## src/rtl/fanout_fork_buffer.sv

```systemverilog
// Single-entry buffered eager fork: holds one token and broadcasts it to
// every active branch, retiring it once each owed branch has handshaken.
module fanout_fork_buffer #(
  parameter int NUM_OUT = 9,
  parameter int DATA_W  = 17
) (
  input  logic               clk,
  input  logic               reset,
  input  logic [DATA_W-1:0]  in_data,
  input  logic               in_valid,
  output logic               in_ready,
  input  logic [NUM_OUT-1:0] br_en,
  input  logic [NUM_OUT-1:0] br_sel,
  output logic [DATA_W-1:0]  out_data,
  output logic [NUM_OUT-1:0] out_valid,
  input  logic [NUM_OUT-1:0] out_ready,
  output logic [NUM_OUT-1:0] br_done,
  output logic [15:0]        xfer_cnt
);

  typedef enum logic {
    S_EMPTY = 1'b0,
    S_FULL  = 1'b1
  } state_e;

  state_e             state_q, state_d;
  logic [DATA_W-1:0]  data_q, data_d;
  logic [NUM_OUT-1:0] pending_q, pending_d;
  logic [15:0]        xfer_cnt_q, xfer_cnt_d;

  logic [NUM_OUT-1:0] active;
  logic [NUM_OUT-1:0] hs;
  logic               full;
  logic               drain;
  logic               accept;
  logic               any_active;

  assign full       = (state_q == S_FULL);
  assign active     = br_en & br_sel;
  assign any_active = |active;
  assign out_valid  = {NUM_OUT{full}} & pending_q & active;
  assign hs         = out_valid & out_ready;
  assign br_done    = ~active | ~pending_q | out_ready;
  assign drain      = full & (&br_done);
  assign in_ready   = ~full | drain;
  assign accept     = in_valid & in_ready;
  assign out_data   = data_q;
  assign xfer_cnt   = xfer_cnt_q;

  always_comb begin
    state_d    = state_q;
    data_d     = data_q;
    pending_d  = pending_q;
    xfer_cnt_d = xfer_cnt_q;
    unique case (state_q)
      S_EMPTY: begin
        if (accept) begin
          if (any_active) begin
            state_d   = S_FULL;
            data_d    = in_data;
            pending_d = active;
          end else begin
            xfer_cnt_d = xfer_cnt_q + 16'd1;
          end
        end
      end
      S_FULL: begin
        if (drain) begin
          if (accept && any_active) begin
            data_d     = in_data;
            pending_d  = active;
            xfer_cnt_d = xfer_cnt_q + 16'd1;
          end else if (accept) begin
            // held token retires and the consumer-less newcomer is dropped
            state_d    = S_EMPTY;
            pending_d  = '0;
            xfer_cnt_d = xfer_cnt_q + 16'd2;
          end else begin
            state_d    = S_EMPTY;
            pending_d  = '0;
            xfer_cnt_d = xfer_cnt_q + 16'd1;
          end
        end else begin
          pending_d = pending_q & ~hs & active;
        end
      end
    endcase
  end

  always_ff @(posedge clk) begin
    if (reset) begin
      state_q    <= S_EMPTY;
      data_q     <= '0;
      pending_q  <= '0;
      xfer_cnt_q <= '0;
    end else begin
      state_q    <= state_d;
      data_q     <= data_d;
      pending_q  <= pending_d;
      xfer_cnt_q <= xfer_cnt_d;
    end
  end

endmodule

```

## config.mk

```make
export PLATFORM = sky130hd
export DESIGN_NAME = fanout_fork_buffer
export DESIGN_NICKNAME = d
export VERILOG_FILES = /design/src/rtl/fanout_fork_buffer.sv
export SDC_FILE = /design/constraint.sdc
export NUM_CORES = 1
export LEC_CHECK = 0
export BUFFER_PORTS_ARGS = -buffer_cell sky130_fd_sc_hd__clkbuf_2
export CORE_MARGIN = 2
export CORE_UTILIZATION = 25
export DETAILED_ROUTE_END_ITERATION = 7
export PLACE_DENSITY = 0.44
export SLEW_MARGIN = 20
export SYNTH_ARGS = -nofsm -noshare
export SYNTH_HDL_FRONTEND = slang
export SYNTH_SLANG_ARGS = --single-unit
```

## constraint.sdc

```tcl
create_clock -name clk -period 4.23 [get_ports clk]
set_clock_uncertainty 0.2 [all_clocks]
set_input_delay 1.0575 -clock clk [delete_from_list [all_inputs] [get_ports clk]]
set_output_delay 1.0575 -clock clk [all_outputs]
set_load 0.03 [all_outputs]
```

# Word level (Yosys, flattened, before mapping)

Index checks and enable logic that the tools add are counted.

Flip-flop bits (word level): 43
Bits of input ports: 47
Output and inout port bits: 52
Word-level logic and storage cells: 53

$add $sub $neg: 2
Equality and inequality tests: 5
Multiplexer cells: 21
Bitwise gates (word level): 15
Reductions and logical operators: 6

Operators by type and width:

| kind                  | count |
|---|---|
| $mux 16               | 5 |
| $mux 17               | 4 |
| $and 9x9->9           | 6 |
| $mux 9                | 4 |
| $pmux 17 s2           | 1 |
| $pmux 16 s2           | 1 |
| $not 9->9             | 3 |
| $or 9x9->9            | 2 |
| $pmux 9 s2            | 1 |
| $add 16x1->16 const B | 1 |
| $add 16x2->16 const B | 1 |
| $reduce_and 9->1      | 1 |
| $reduce_or 9->1       | 1 |
| $ne 2x2->1 const B    | 3 |
| $mux 1                | 4 |
| $ne 2x1->1 const B    | 2 |
| $reduce_and 4->1      | 1 |
| $reduce_and 3->1      | 1 |
| $and 1x1->1           | 2 |
| $pmux 1 s2            | 1 |
| $reduce_and 2->1      | 1 |
| $logic_and 1x1->1     | 1 |
| $not 1->1             | 1 |
| $or 1x1->1            | 1 |

# Longest topological paths before layout

Depth after elaboration: 12
Depth in mapped cells: 9

# Worst setup path before layout

No wires, ideal clock.

Path kind: in2out
From: input port br_sel[2]
To: output port in_ready
Arrival time: 2.400 ns
Required time: 2.973 ns
Slack: 0.572 ns
Cell stages on the path: 5
Path through: nand4b_1 -> nand2_1 -> or4_4 -> buf_6 -> nand2_1

Word-level cells in the longest chain between the ends: 7

Ends and longest elaborated chain:

| item                     | line | source |
|---|---|---|
| from (decl)              | 13   | `input logic [NUM_OUT-1:0] br_sel,` |
| $and 9x9->9              | 39   | `assign active = br_en & br_sel;` |
| $not 9->9                | 43   | `assign br_done = ~active \| ~pending_q \| out_ready;` |
| $or 9x9->9 (2 in series) | 43   |  |
| $reduce_and 9->1         | 44   | `assign drain = full & (&br_done);` |
| $and 1x1->1              | 44   |  |
| $or 1x1->1               | 45   | `assign in_ready = ~full \| drain;` |
| to (decl)                | 11   | `output logic in_ready,` |

No other way between the ends.

# Final worst setup path

From: input port br_sel[4]
To: output port in_ready

The elaborated chain is that of the path after synthesis.

==> flow_metrics.py <==
metrics = {
    "run_status": {
        "status": "finished, final reports clean",
    },
    "yosys": {
        "synthFlopType": "dfxtp_1",
        "syn_inst": 282,
        "ys_seq_elements": 43,
        "synthSimpleGateAreaFrac_pct": 31.47,
        "synth-xor-area-share_pct": 4.841,
        "async_flop_share_pct": 0,
        "synth_adder_area_share_pct": 1.153,
        "synth_edf_count": 0,
        "syn_area_per_cell_um2": 7.698,
        "ys_seq_area_share_pct": 39.65,
        "ys_warn_count": 0,
        "syn-num-nets": 331,
        "synth_top_family_by_area": "simple AND/OR/NAND/NOR gates",
        "synth-compound-area-share_pct": 19.65,
        "yosysUniqueCellTypes": 42,
        "synth_area_mm2": 0.002171,
        "muxShareOfSynthArea_pct": 0,
    },
    "layout": {
        "nets": 424,
        "diodes": 0,
        "final_cells": 480,
        "fill_cells": 921,
        "design_area_mm2": 0.002833,
        "drive_gt1_share_pct": 30.93,
        "syn_to_final_growth_pct": 30.49,
    },
    "clocking": {
        "hold_buffers": 0,
        "clk_pin_slew_ns": 0.08,
        "cts.sink_count": 43,
        "cts_made_buffers": 5,
        "htree_levels": 2,
        "cts_resized": 0,
        "ctsRootBufferMaster": "clkbuf_8",
        "clock_path_buffers": 2,
        "cts_tree": "yes",
        "cts_setup_buffers": 0,
        "clk_latency_ns": 0.29,
    },
    "global_route": {
        "antenna_found_initial": 0,
        "first_global_vias": 2215,
        "grt_first_pass_wirelength_um": 10660,
        "grt.total_usage_pct": 13.62,
        "grt_max_degree": 28,
        "overflow": 0,
    },
    "timing": {
        "fin_crit_ns": 3.681,
        "setup_violations": 0,
        "relSlewSlack_pct": 40.36,
        "fin_tns_setup_ns": 0,
        "hold_violations": 0,
        "drv_slew": 0,
        "holdWs_ns": 0.2562,
        "worstMarginPinSlew_ns": 0.8934,
        "fin_crit_sh_pct": 87.02,
        "rsz0062_at_grt": "no",
        "timing.fmax_mhz": 271.7,
    },
    "worst_setup_path": {
        "path_buf_inv": 2,
        "setup.worst_path.start_class": "input pin",
        "crit_slowest_cell": "or4_4",
        "critical_path_class": "input pin to primary output",
        "path_cells": "clkbuf_2 -> nand4b_1 -> nand2_1 -> or4_4 -> nand2_1 -> clkbuf_2",
        "cp.arrival_ns": 2.42,
        "cp-end-kind": "primary output",
        "crit_path_max_fanout": 7,
        "max_stage_delay_ns": 0.59,
        "crit_family": "simple AND/OR/NAND/NOR gates",
        "required_ns": 2.97,
    },
    "pwr": {
        "leakagePower_nw": 1.263,
        "power_frac_clock_pct": 31.2,
        "power.density_mw_per_mm2": 304.5,
        "netSwitchingFraction_pct": 30.03,
        "p_comb_share_pct": 17.6,
        "pwr-share-seq_pct": 51.1,
        "internal-power_mw": 0.6035,
        "p_switching_mw": 0.2591,
        "vdd_drop_max_uv": 123.5,
    },
    "run": {
        "cap_viol_max_count": 0,
    },
    "place": {
        "hpwl_um": 4965,
        "dp.cells": 473,
        "place_congestion": 0.7825,
        "place_area_mm2": 0.002745,
        "io_buffers": 98,
    },
    "floorplan": {
        "die-area_mm2": 0.009445,
        "die_y_um": 97.19,
        "row_count": 33,
        "io_pins": 99,
        "dieWidth_um": 97.19,
        "coreArea_mm2": 0.008299,
        "start_util_pct": 26.16,
    },
    "drt": {
        "dr.pass1.iters": 4,
        "drc_errors": 0,
        "drtIter0Drc": 61,
        "routedWlPerCell_um": 13.70,
        "routed_wl_um": 6577,
        "vias": 2335,
        "final_antenna_net_count": 0,
        "viasPerCell": 4.865,
    },
    "hold_path": {
        "hp-class": "register to register",
    },
}
-- power by group through the flow --
| stage | logic (mW) | registers, mW | clock network [mW] |
|---|---|---|---|
| floorplan | 0.0744 | 0.468 | 0 |
| global placement | 0.154 | 0.451 | 0 |
| detailed placement | 0.154 | 0.451 | 0 |
| CTS | 0.155 | 0.441 | 0.283 |
| global route | 0.170 | 0.444 | 0.296 |
| finish | 0.152 | 0.441 | 0.269 |
-- logic make-up after synthesis --
logic type                 count (synthesis)
and+or+nand+nor                          141
adders and majority gates                  2
buffers and inverters                     16
DFF                                       43
AOI/OAI and AO/OA                         68
xor gates and xnor gates                  12
-- cells in the mapped netlist, types with 2 or more instances --
cell type,instances,area share (%)
nand4_1,7,2.0
nor2_1,34,5.9
and4_1,3,1.2
o21ai_0,14,3.2
inv_1,2,0.35
nand4b_2,3,2.1
xor2_1,11,4.4
nand3_1,13,3.0
o31ai_1,2,0.69
a22oi_1,2,0.69
clkbuf_1,8,1.4
buf_2,2,0.46
a41oi_1,2,0.81
ha_1,2,1.2
a31oi_1,2,0.58
o211ai_1,5,1.7
nor4_1,2,0.58
dfxtp_1,43,40
and3_1,4,1.2
a21oi_1,30,6.9
and2_1,3,0.86
nand4b_1,6,2.4
buf_1,3,0.52
nand2_1,61,11
-- layout make-up --
class                      count  area (um2)  area share, %
inverter                       2       7.507         0.2650
tap                          105       131.4          4.638
sequential                    43       860.8          30.39
clock inverter                 1       5.005         0.1767
clock buffer                   6       82.58          2.915
timing repair buffer         100       505.5          17.84
multi-input combinational    223        1240          43.77
-- path summary, 6_finish.rpt --
| kind | startpoint | to | slack, ns | cells after the start |
|---|---|---|---|---|
| worst min-delay path | out_data[10] | out_data[10] | 0.26 | 2 |
| worst min register to register | out_data[10] | out_data[10] | 0.26 | 2 |
| worst max register to register | full | xfer_cnt[15] | 1.77 | 6 |
| worst max-delay path | br_sel[4] | in_ready | 0.55 | 6 |
-- tightest hold or removal path: cells and delay by family, from the launching register on --
kind	cells	cell delay (ns)
flops	1	0.31
simple gates	1	0.05
compound gates	1	0.05
-- sequential cells by signal, indices dropped and copies added (netlist names) --
register / count
full: 1
out_data: 17
pending_q: 9
xfer_cnt: 16
-- cells in the final DEF (no fill, tap or decap), types with 4 or more instances in the layout --
cell type,n
clkbuf_2,98
nand2_1,61
dfxtp_1,43
nor2_1,34
a21oi_1,30
o21ai_0,14
nand3_1,13
xor2_1,11
nand4_1,7
nand4b_1,6
clkbuf_8,6
o211ai_1,5
and3_1,4
-- through the flow --
| stage | utilization (%) | power [mW] | worst slack, ns |
|---|---|---|---|
| final | 34.13 | 0.8626 | 0.5489 |
| after global routing | 34.13 | 0.9097 | 0.4622 |
| after CTS | 34.13 | 0.8794 | 0.5466 |
| after floorplan | - | 0.5426 | 0.5724 |
| after detailed placement | 33.08 | 0.6048 | 0.5509 |
| after global placement | 33.08 | 0.6045 | 0.5607 |
-- metal layers --
metal  global-route usage, %  share of wire [%]  vias up
met5                       0                  0        -
met4                   2.600               0.52        0
met3                   4.245                6.7        4
met2                   22.28                 46       64
met1                   17.80                 47     1084
li1                        -                  -     1183
Note: power is estimated with default switching activity, not from simulation.
